==> config.mk <==
export PLATFORM = sky130hd
export DESIGN_NAME = serial_add_ctrl
export DESIGN_NICKNAME = d
export VERILOG_FILES = /design/src/rtl/serial_add_pkg.sv /design/src/rtl/fadd_cell.sv /design/src/rtl/serial_add_ctrl.sv
export SDC_FILE = /design/constraint.sdc
export NUM_CORES = 1
export LEC_CHECK = 0
export BUFFER_PORTS_ARGS = -buffer_cell sky130_fd_sc_hd__buf_2
export CORE_AREA = 2 2 55 57
export DETAILED_ROUTE_END_ITERATION = 8
export DIE_AREA = 0 0 57 59
export PLACE_DENSITY = 0.71
export SYNTH_ARGS = -nofsm -noshare
export SYNTH_HDL_FRONTEND = slang
export SYNTH_HIERARCHICAL = 1
export SYNTH_SLANG_ARGS = --single-unit
==> constraint.sdc <==
create_clock -name clk -period 1.6 [get_ports clk]
set_clock_uncertainty 0.05 [all_clocks]
set_input_delay 0.24 -clock clk [delete_from_list [all_inputs] [get_ports clk]]
set_output_delay 0.24 -clock clk [all_outputs]
set_load 0.01 [all_outputs]
==> src/rtl/serial_add_pkg.sv <==
`default_nettype none
// ============================================================================
//  Module   : serial_add_pkg
//  Brief    : Shared types and constants for the bit-serial adder controller.
//  Revision : 1.0
// ============================================================================
package serial_add_pkg;

    localparam int c_DEFAULT_WIDTH = 8;

    typedef enum logic [1:0] {
        IDLE = 2'd0,
        RUN  = 2'd1,
        DONE = 2'd2
    } state_t;

endpackage
`default_nettype wire

==> src/rtl/fadd_cell.sv <==
`default_nettype none
// ============================================================================
//  Module   : fadd_cell
//  Brief    : 1-bit full adder built from two half-adder stages.
//  Revision : 1.0
// ============================================================================
module fadd_cell (
    input  logic a,
    input  logic b,
    input  logic ci,
    output logic s,
    output logic co
);

    logic w_s1;
    logic w_c1;
    logic w_c2;

    assign w_s1 = a ^ b;
    assign w_c1 = a & b;
    assign s    = w_s1 ^ ci;
    assign w_c2 = w_s1 & ci;
    assign co   = w_c1 | w_c2;

endmodule
`default_nettype wire

==> src/rtl/serial_add_ctrl.sv <==
`default_nettype none
// ============================================================================
//  Module   : serial_add_ctrl
//  Brief    : Bit-serial adder (LSB first, one bit per cycle) with
//             valid/ready handshakes on operands and result.
//  Revision : 1.0
// ============================================================================
module serial_add_ctrl
    import serial_add_pkg::*;
#(
    parameter int WIDTH = c_DEFAULT_WIDTH
) (
    input  logic             clk,
    input  logic             rst,
    input  logic             in_valid,
    output logic             in_ready,
    input  logic [WIDTH-1:0] a,
    input  logic [WIDTH-1:0] b,
    input  logic             cin,
    output logic             out_valid,
    input  logic             out_ready,
    output logic [WIDTH-1:0] sum,
    output logic             cout,
    output logic             busy
);

    localparam int               CNT_W  = $clog2(WIDTH);
    localparam logic [CNT_W-1:0] c_LAST = CNT_W'(WIDTH - 1);

    state_t           r_state;
    state_t           w_next;
    logic [WIDTH-1:0] r_a;
    logic [WIDTH-1:0] r_b;
    logic [WIDTH-1:0] r_sum;
    logic             r_carry;
    logic [CNT_W-1:0] r_cnt;
    logic             w_s;
    logic             w_co;

    fadd_cell u_fadd (
        .a  (r_a[0]),
        .b  (r_b[0]),
        .ci (r_carry),
        .s  (w_s),
        .co (w_co)
    );

    always_ff @(posedge clk) begin
        if (rst) begin
            r_state <= IDLE;
        end else begin
            r_state <= w_next;
        end
    end

    // Handoff (DONE -> IDLE) and acceptance can never share an edge because
    // in_ready is only asserted in IDLE.
    always_comb begin
        w_next    = r_state;
        in_ready  = 1'b0;
        out_valid = 1'b0;
        busy      = 1'b0;
        case (r_state)
            IDLE: begin
                in_ready = 1'b1;
                if (in_valid) w_next = RUN;
            end
            RUN: begin
                busy = 1'b1;
                if (r_cnt == c_LAST) w_next = DONE;
            end
            DONE: begin
                out_valid = 1'b1;
                if (out_ready) w_next = IDLE;
            end
            default: w_next = IDLE;
        endcase
    end

    always_ff @(posedge clk) begin
        if (rst) begin
            r_a     <= '0;
            r_b     <= '0;
            r_sum   <= '0;
            r_carry <= 1'b0;
            r_cnt   <= '0;
        end else begin
            case (r_state)
                IDLE: begin
                    if (in_valid) begin
                        r_a     <= a;
                        r_b     <= b;
                        r_carry <= cin;
                        r_cnt   <= '0;
                        r_sum   <= '0;
                    end
                end
                RUN: begin
                    // Sum bits enter at the MSB so the first bit lands in bit 0 after WIDTH shifts.
                    r_sum   <= {w_s, r_sum[WIDTH-1:1]};
                    r_carry <= w_co;
                    r_a     <= r_a >> 1;
                    r_b     <= r_b >> 1;
                    if (r_cnt != c_LAST) r_cnt <= r_cnt + 1'b1;
                end
                default: ;
            endcase
        end
    end

    assign sum  = r_sum;
    assign cout = r_carry;

endmodule
`default_nettype wire

==> metrics.txt, run 1 <==
outcome complete, no violations; post-route ant nets 0; CTS root buf clkbuf_4; worst-margin pin slew 0.752 ns; P_leak 0.677 nW; Starting DRT DRC Count 50; capture point of the critical path r_cnt[0]$_SDFFE_PP0P_; area of the die 3360 um^2; Setup TNS Final 0 ns; CORE AREA 2710 um^2; WP data required 1.81 ns; max-slew violation count 0; DRC viols 0; max-cap violations 0; Reg2Reg Launch Point r_cnt[0]$_SDFFE_PP0P_; commonest non-fill, non-tap cell in the layout buf_2; RR Endpoint r_cnt[0]$_SDFFE_PP0P_; Synth Net Count 161; drt via density 5.38; slowest CP cell dfxtp_1; IO buf count 32; Seq/Total Area, Yosys about 45%; DP Worst Slack 0.154 ns; setup violators final 0; std cell rows 19; Synth Cell Area 1330 um^2; Total Nets Final 193; synth unique cells 26; clock sinks 30; WHS 0.155 ns; Worst Hold Class in2reg; maximum vdd drop 648 uV; most used cell, CP ha_1; PnR worst setup slack 0.132 ns; global route overflow 0; synth warn 6; Crit. End Element flip-flop; RSZ-0062 raised after global routing no; I/O pins 33; first-pass GRT wire length 4170 um; Syn Inst Count 137; layout cells sized above 1 27.6%; Worst Setup Path Type reg2reg; Worst Path Arrival 1.68 ns; crit start category flip-flop; Mapped Avg Cell Area ~9.7 um^2; crit path launch r_cnt[0]$_SDFFE_PP0P_; Skew-Pair Late Insertion Delay 0.32 ns; clock-pin slew on the worst setup and hold paths approximately 0.10 ns; starting density of the core 49.2%; FF-to-FF setup slack about 0.13 ns; Period minus WS final 1.47 ns; Crit path max-delay family adder cells; antenna cells 0; per-cell routed wire length 12.3 um; PD cells 964 nW/um^2; via count 1081; Slowest Stage Delay on Critical Path 0.35 ns; clock buffer depth 2; #FFs+latches synth 30; Inst Count DP 193; Routed WL 2470 um; Power Total 1.49 mW; die height 59 um; fmax 681 MHz; vias in the first global route 1019; Crit path buffers/inverters 0; setup repair bufs after CTS 0; CTS tree built; Hold Violations, Final 0; Tot GR Track Use approximately 16%; Non-Filler Instances 201; CP Depth 5; initial antenna violation count 0; Area Growth Syn to Fin 16.4%; worst reg-to-reg path cell count 5; worst-path cell chain ha_1 > ha_1 > nor4b_1 > a31oi_1 > a21oi_1; Slew HR between 40% and 50%; die outline width between 50 and 60 um; # H-tree levels 2; DP HPWL 1770 um; CTS resizes 0; CP max FO 7; GPL Wtd Cong 0.735; CTS buffer count 5; largest net degree at the start of global routing 31; most frequent cells in the layout buf_2, dfxtp_1, nor2_1; Period Utilization, post-route between 90% and 100%; Hold-fix buffers, CTS 0; drt first pass iters 4
[per-stage QoR]
stage / cell area, um^2 / util, %
global placement: 1490 / 54.8
global route: 1550 / 57.2
finish: 1550 / 57.2
floorplan: 1330 / -
CTS: 1550 / 57.2
detailed placement: 1490 / 54.8
[cell type report]
cell class                 count  area [um^2]
clock buffer                   6         51.3
clock inverter                 2         12.5
fill                         263         1160
inverter                       2         7.51
multi-input combinational     93          629
sequential                    30          602
tap                           31         38.8
timing repair buffer          37          210
[synthesized netlist by cell type]
master	n	share of area (%)
dfxtp_1	30	45
nor2_1	27	7.6
mux2i_1	16	12
a211oi_1	15	8.5
a22oi_1	9	5.1
nand3_1	4	1.5
a21oi_1	3	1.1
a31oi_1	3	1.4
buf_2	3	1.1
buf_4	3	1.7
clkbuf_1	3	0.85
nand2_1	3	0.85
ha_1	2	1.9
inv_1	2	0.56
nand4bb_1	2	1.7
o21ai_0	2	0.75
and2b_1	1	0.56
buf_12	1	1.5
buf_6	1	0.85
buf_8	1	1.1
fa_1	1	1.5
nor2b_1	1	0.47
nor3_1	1	0.38
nor4b_1	1	0.66
o21ba_2	1	0.75
o21bai_1	1	0.56
[layer usage]
layer / GRT usage, % / wire, um / vias up
li1: - / - / 556
met1: 18.8 / 1120 / 496
met2: 26.8 / 1200 / 27
met3: 5.90 / 129 / 2
met4: 5.98 / 19 / 0
met5: 0 / 0 / -
[worst min-delay path by stage]
stage / to / startpoint / cells past startpoint / slack [ns]
CTS: r_a[7]$_SDFFE_PP0P_ / a[7] / 3 / 0.14
global placement: r_cnt[1]$_SDFFE_PP0P_ / r_cnt[1]$_SDFFE_PP0P_ / 2 / 0.43
detailed placement: r_b[7]$_SDFFE_PP0P_ / r_b[7]$_SDFFE_PP0P_ / 2 / 0.43
floorplan: r_a[7]$_SDFFE_PP0P_ / in_valid / 2 / 0.36
global route: r_a[7]$_SDFFE_PP0P_ / a[7] / 3 / 0.16
finish: r_a[7]$_SDFFE_PP0P_ / a[7] / 3 / 0.15
[kinds of logic after synthesis]
group | share of synthesized area, %
AOI/OAI and AO/OA | 18.1
adders and majority gates | 3.38
buffers and inverters | 7.70
DFF | 45.1
muxes | 12.0
and+or+nand+nor | 13.7
[worst min-delay path: cells and delay by family]
kind	cells	cell delay, ns
AND/OR/NAND/NOR	1	0.08
buffers and inverters	1	0.10
AO/OA/AOI/OAI	1	0.06
[sequential cells by signal (all words and copies together) (netlist names)]
register and cells:
r_b 8, r_cnt 3, sum 8, r_a 8
cout 1, r_state 2
[power breakdown]
group	internal [mW]	switching (mW)	total [mW]	leakage, nW
Clock	0.211	0.261	0.472	0.0343
Sequential	0.791	0.0301	0.822	0.247
Combinational	0.0999	0.102	0.202	0.396
(Power assumes the default switching activity.)
==> run 2: changes to the inputs <==
--- a/config.mk
+++ b/config.mk
@@ -9,7 +9,7 @@
 export CORE_AREA = 2 2 55 57
 export DETAILED_ROUTE_END_ITERATION = 8
 export DIE_AREA = 0 0 57 59
-export PLACE_DENSITY = 0.71
+export PLACE_DENSITY = 0.81
 export SYNTH_ARGS = -nofsm -noshare
 export SYNTH_HDL_FRONTEND = slang
 export SYNTH_HIERARCHICAL = 1
==> run 2 against run 1 <==
Clock power hardly changed. Critical endpoint is now busy. Via count up 1.8%. Sequential share of layout area is 0.34 points higher. Worst hold slack worse by 0.0091 ns. Critical path depth decreased by 2. First-iteration DRC count shrank 16%. Register-to-register slack better by 0.06 ns. Non-clock buffer count is 1 lower. Sequential power barely moved. Combinational power about the same. Power increased by 0.30%. Global-route usage is 3.0 points higher.
==> metrics.txt, run 2 (synthesis gave the netlist of run 1 again) <==
outcome complete, no violations (unchanged); CTS root buf clkbuf_4 (unchanged); Worst Path Arrival 1.21 ns (was 1.68 ns); I/O pins 33 (unchanged); setup repair bufs after CTS 0 (unchanged); GPL Wtd Cong 0.726 (was 0.735); commonest non-fill, non-tap cell in the layout buf_2 (unchanged); PnR worst setup slack 0.104 ns (was 0.132 ns); maximum vdd drop 814 uV (was 648 uV); DP Worst Slack 0.148 ns (was 0.154 ns); crit start category flip-flop (unchanged); Crit path max-delay family flip-flops (was adder cells); Period Utilization, post-route 93.5% (was 91.7%); std cell rows 19 (unchanged); # H-tree levels 2 (unchanged); WP data required 1.31 ns (was 1.81 ns); largest net degree at the start of global routing 31 (unchanged); slowest CP cell dfxtp_4 (was dfxtp_1); clock buffer depth 2 (unchanged); WHS 0.146 ns (was 0.155 ns); clock-pin slew on the worst setup and hold paths 0.09 ns (was 0.10 ns); Period minus WS final 1.50 ns (was 1.47 ns); Skew-Pair Late Insertion Delay 0.33 ns (was 0.32 ns); initial antenna violation count 0 (unchanged); P_leak 0.678 nW (was 0.677 nW); RSZ-0062 raised after global routing no (unchanged); die outline width 57 um (unchanged); Slew HR 65.0% (was 49.8%); Non-Filler Instances 200 (was 201); DRC viols 0 (unchanged); via count 1100 (was 1081); post-route ant nets 0 (unchanged); die height 59 um (unchanged); CTS resizes 1 (was 0); most frequent cells in the layout buf_2, dfxtp_1, nor2_1 (unchanged); Starting DRT DRC Count 42 (was 50); setup violators final 0 (unchanged); Reg2Reg Launch Point r_cnt[0]$_SDFFE_PP0P_ (unchanged); global route overflow 0 (unchanged); worst-margin pin slew 0.524 ns (was 0.752 ns); starting density of the core 49.2% (unchanged); CTS buffer count 5 (unchanged); first-pass GRT wire length 4850 um (was 4170 um); CP max FO 12 (was 7); CORE AREA 2710 um^2 (unchanged); dpl cell area 1480 um^2 (was 1490 um^2); Setup TNS Final 0 ns (unchanged); Routed WL 2690 um (was 2470 um); Crit. End Element output port (was flip-flop); DP HPWL 1830 um (was 1770 um); Total Nets Final 192 (was 193); Worst Setup Path Type reg2out (was reg2reg); FF-to-FF setup slack 0.19 ns (was 0.13 ns); per-cell routed wire length 13.5 um (was 12.3 um); Hold Violations, Final 0 (unchanged); Tot GR Track Use 18.9% (was 16.0%); Area Growth Syn to Fin 16.1% (was 16.4%); max-cap violations 0 (unchanged); HP Start b[7] (was a[7]); fmax 668 MHz (was 681 MHz); crit path launch r_state[0]$_SDFFE_PP0P_ (was r_cnt[0]$_SDFFE_PP0P_); Power Total 1.50 mW (was 1.49 mW); Hold-fix buffers, CTS 0 (unchanged); Inst Count DP 192 (was 193); CTS tree built (unchanged); Crit path buffers/inverters 2 (was 0); drt first pass iters 4 (unchanged); max-slew violation count 0 (unchanged); clock sinks 30 (unchanged); fin area 1550 um^2 (about the same); antenna cells 0 (unchanged); worst-path cell chain nor2b_1 > buf_4 > buf_2 (was ha_1 > ha_1 > nor4b_1 > a31oi_1 > a21oi_1); vias in the first global route 1101 (was 1019); drt via density 5.50 (was 5.38); PD cells 969 nW/um^2 (was 964 nW/um^2); final core occ 57.1% (was 57.2%); IO buf count 32 (unchanged); Worst Hold Class in2reg (unchanged); layout cells sized above 1 27.8% (was 27.6%); area of the die 3360 um^2 (unchanged); Slowest Stage Delay on Critical Path 0.42 ns (was 0.35 ns)
-- run 2: cell count changes in the layout (fill, tap and decap cells not counted) --
cell / previous run / this run
buf_4: 4 / 3
clkbuf_1: 0 / 1
clkinvlp_4: 1 / 0
dfxtp_1: 29 / 28
dfxtp_4: 0 / 1
o21bai_1: 1 / 0
o21bai_2: 0 / 1
-- run 2: worst paths after layout --
check | end | depth (start not counted)
worst max-delay path | busy | 3
worst min-delay path | r_b[7]$_SDFFE_PP0P_ | 3
worst max register to register | r_cnt[0]$_SDFFE_PP0P_ | 5
worst min register to register | r_b[7]$_SDFFE_PP0P_ | 2
-- run 2: worst min-delay path, delay by kind of cell --
kind | cells | cell delay [ns]
buffers and inverters | 1 | 0.10
AND/OR/NAND/NOR | 1 | 0.09
AO/OA/AOI/OAI | 1 | 0.06
-- run 2: final cells by class --
cell class | count | area, um^2
Fill cell | 255 | 1160
Clock buffer | 7 | 55.1
Clock inverter | 1 | 5.00
Sequential cell | 30 | 606
Timing Repair Buffer | 36 | 203
Tap cell | 31 | 38.8
Inverter | 2 | 7.51
Multi-Input combinational cell | 93 | 633
-- run 2: where the power goes --
part / switching (mW) / internal, mW / total (mW) / leakage (nW)
Sequential: 0.0325 / 0.791 / 0.823 / 0.247
Clock: 0.260 / 0.213 / 0.472 / 0.0353
Combinational: 0.104 / 0.0991 / 0.204 / 0.395
-- run 2: routing by layer --
layer  track usage [%]  vias up  wire length (um)
li1                  -      551                 -
met1              20.9      510              1170
met2              33.0       34              1300
met3              8.30        5               184
met4              5.98        0                38
met5                 0        -                 0
==> run 3: changes to the inputs <==
--- a/config.mk
+++ b/config.mk
@@ -5,11 +5,12 @@
 export SDC_FILE = /design/constraint.sdc
 export NUM_CORES = 1
 export LEC_CHECK = 0
+export ABC_AREA = 1
 export BUFFER_PORTS_ARGS = -buffer_cell sky130_fd_sc_hd__buf_2
-export CORE_AREA = 2 2 55 57
+export CORE_AREA = 2 2 56 58
 export DETAILED_ROUTE_END_ITERATION = 8
-export DIE_AREA = 0 0 57 59
-export PLACE_DENSITY = 0.81
+export DIE_AREA = 0 0 58 60
+export PLACE_DENSITY = 0.84
 export SYNTH_ARGS = -nofsm -noshare
 export SYNTH_HDL_FRONTEND = slang
 export SYNTH_HIERARCHICAL = 1
==> run 3 against run 2 <==
Synthesized cell count up 68%. Wire length up 8.1%. Die area up 3.5%. Worst hold slack worse by 0.047 ns. Register-to-register slack better by 0.06 ns. Maximum frequency up 1.6%. Worst setup slack better by 0.024 ns. Largest power group unchanged. Cell area up 12%. First-iteration DRC count up 2.4%. Highest routed layer unchanged. Combinational power up 29%. Via count up 26%. Power up 3.1%.
==> metrics.txt, run 3 <==
Multi-input gate area 707 um^2 (was 633 um^2); fin area 1740 um^2 (was 1550 um^2); count leader, synth nand2_1 (was dfxtp_1); Setup TNS Final 0 ns (unchanged); area of the die 3480 um^2 (was 3360 um^2); max-cap violations 0 (unchanged); starting density of the core 50.3% (was 49.2%); worst-margin pin slew 0.262 ns (was 0.524 ns); post-route ant nets 0 (unchanged); Post-synth EDFFs 0 (unchanged); std cell rows 20 (was 19); ys async rst share 0% (unchanged); die outline width 58 um (was 57 um); crit start category flip-flop (unchanged); I/O pins 33 (unchanged); vias in the first global route 1272 (was 1101); Hold-fix buffers, CTS 0 (unchanged); Synth Net Count 254 (was 161); Skew-Pair Late Insertion Delay 0.33 ns (about the same); Area Growth Syn to Fin 18.9% (was 16.1%); clock sinks 30 (unchanged); Period minus WS final 1.47 ns (was 1.50 ns); routing usage on met1 23.2% (was 20.9%); ranking of synthesized cells by area dfxtp_1, nand2_1, nor2_1 (was dfxtp_1, mux2i_1, a211oi_1); Syn Inst Count 230 (was 137); Reg power frac 52.6% (was 54.9%); clock-pin slew on the worst setup and hold paths 0.10 ns (was 0.09 ns); synth warn 6 (unchanged); Routed WL 2910 um (was 2690 um); Synth Flop Type dfxtp_1 (unchanged); Tot GR Track Use 19.9% (was 18.9%); sw frac 28.0% (was 26.5%); DP Worst Slack 0.255 ns (was 0.148 ns); outcome complete, no violations (unchanged); Mapped Avg Cell Area 6.35 um^2 (was 9.73 um^2); worst hold stages 4 (was 3); largest net degree at the start of global routing 29 (was 31); WP data required 1.31 ns (about the same); cell accounting for the most synthesized area dfxtp_1 (unchanged); maximum vdd drop 697 uV (was 814 uV); via count 1391 (was 1100); P_leak 0.914 nW (was 0.678 nW); layout cells sized above 1 20.1% (was 27.8%); global route overflow 0 (unchanged); initial antenna violation count 0 (unchanged); GR peak layer met2 (unchanged); # H-tree levels 2 (unchanged); RSZ-0062 raised after global routing no (unchanged); Seq/Total Area, Yosys 41.1% (was 45.1%); #FFs+latches synth 30 (unchanged); drt via density 4.62 (was 5.50); synth unique cells 18 (was 26); Period Utilization, post-route 92.1% (was 93.5%); register area 601 um^2 (was 606 um^2); dpl cell area 1660 um^2 (was 1480 um^2); Hold Violations, Final 0 (unchanged); Total Nets Final 291 (was 192); grt met2 use 34.6% (was 33.0%); final core occ 59.8% (was 57.1%); die height 60 um (was 59 um); max-slew violation count 0 (unchanged); Worst Setup Path Type reg2out (unchanged); global routing usage on met3 6.06% (was 8.30%); DRC viols 0 (unchanged); drt first pass iters 4 (unchanged); Slew HR 82.6% (was 65.0%); fill cell count 281 (was 255); CORE AREA 2900 um^2 (was 2710 um^2); PnR worst setup slack 0.127 ns (was 0.104 ns); Logic pwr share 17.0% (was 13.6%); Starting DRT DRC Count 43 (was 42); CP max FO 6 (was 12); Switching Power 0.433 mW (was 0.397 mW); GPL Wtd Cong 0.804 (was 0.726); clock buffer depth 2 (unchanged); Worst Hold Class in2reg (unchanged); fmax 679 MHz (was 668 MHz); Crit. End Element output port (unchanged); Commonest cells post-synth nand2_1, nor2_1, dfxtp_1 (was dfxtp_1, nor2_1, mux2i_1); CTS tree built (unchanged); commonest non-fill, non-tap cell in the layout nand2_1 (was buf_2); top cell type's share of synthesized area 41.1% (was 45.1%); antenna cells 0 (unchanged); DP HPWL 2090 um (was 1830 um); most frequent cells in the layout nand2_1, nor2_1, buf_2 (was buf_2, dfxtp_1, nor2_1); Synth Cell Area 1460 um^2 (was 1330 um^2); clock network power share 30.4% (was 31.5%); IO buf count 32 (unchanged); CTS root buf clkbuf_4 (unchanged); P_int 1.11 mW (was 1.10 mW); worst reg-to-reg path cell count 6 (was 5); first-pass GRT wire length 5290 um (was 4850 um); per-cell routed wire length 9.66 um (was 13.5 um); Worst Path Arrival 1.18 ns (was 1.21 ns); PD cells 891 nW/um^2 (was 969 nW/um^2); CTS buffer count 5 (unchanged); setup violators final 0 (unchanged)
run 3: cell count changes after synthesis, sizes merged, moves of 2 or more:
cell     previous run  this run
a21oi               3        12
a211oi             15         0
nand4bb             2         0
nand3               4         7
mux2i              16         0
a31oi               3         0
inv                 2        23
a22oi               9         0
nor2               27        39
nand2               3       103
run 3: layout make-up:
class                           count  area share [%]
Clock inverter                      1           0.288
Inverter                           23            4.97
Tap cell                           33            2.38
Multi-Input combinational cell    166            40.7
Sequential cell                    30            34.6
Clock buffer                        7            3.17
Timing Repair Buffer               41            13.8
run 3: metal layers:
layer  share of wire (%)  wire length, um
met2                  48             1400
met1                  46             1330
met5                   0                0
met4                 1.7               50
met3                 4.6              134
run 3: final timing paths:
kind                        endpoint  slack [ns]               startpoint
max                         in_ready        0.13  r_state[0]$_SDFFE_PP0P_
min          r_state[1]$_SDFFE_PP0P_         0.1                out_ready
max reg2reg    r_cnt[0]$_SDFFE_PP0P_        0.25    r_cnt[0]$_SDFFE_PP0P_
min reg2reg      sum[0]$_SDFFE_PP0P_        0.42      sum[0]$_SDFFE_PP0P_
run 3: critical path, cell delays in order (launching register included):
cell,delay (ns)
dfxtp_1,0.33
buf_4,0.16
nor2_2,0.19
buf_2,0.16
run 3: stage by stage:
stage | hold WS (ns) | total power [mW] | instances
after floorplan | 0.259 | 1.01 | 230
after global placement | 0.397 | 1.08 | 291
after detailed placement | 0.411 | 1.09 | 291
after CTS | 0.0890 | 1.55 | 299
after global routing | 0.107 | 1.65 | 301
final | 0.0988 | 1.55 | 301
run 3: timing repair:
item,in CTS,in global routing
resized for setup,0,0
endpoints found under the setup margin,0,1
setup buffers,0,2
run 3: power by group through the flow:
stage | Combinational (mW) | Sequential (mW) | Clock (mW)
3_3_place_gp | 0.253 | 0.830 | 0
3_5_place_dp | 0.259 | 0.832 | 0
6_report | 0.263 | 0.814 | 0.470
5_1_grt | 0.308 | 0.820 | 0.523
2_1_floorplan | 0.185 | 0.828 | 0
4_1_cts | 0.260 | 0.814 | 0.479
run 3: cell families after synthesis:
group / synth area share [%]
AO/OA/AOI/OAI: 4.71
AND/OR/NAND/NOR: 40.6
flip-flops: 41.1
adder cells (fa/ha/maj): 3.08
buffers and inverters: 10.5
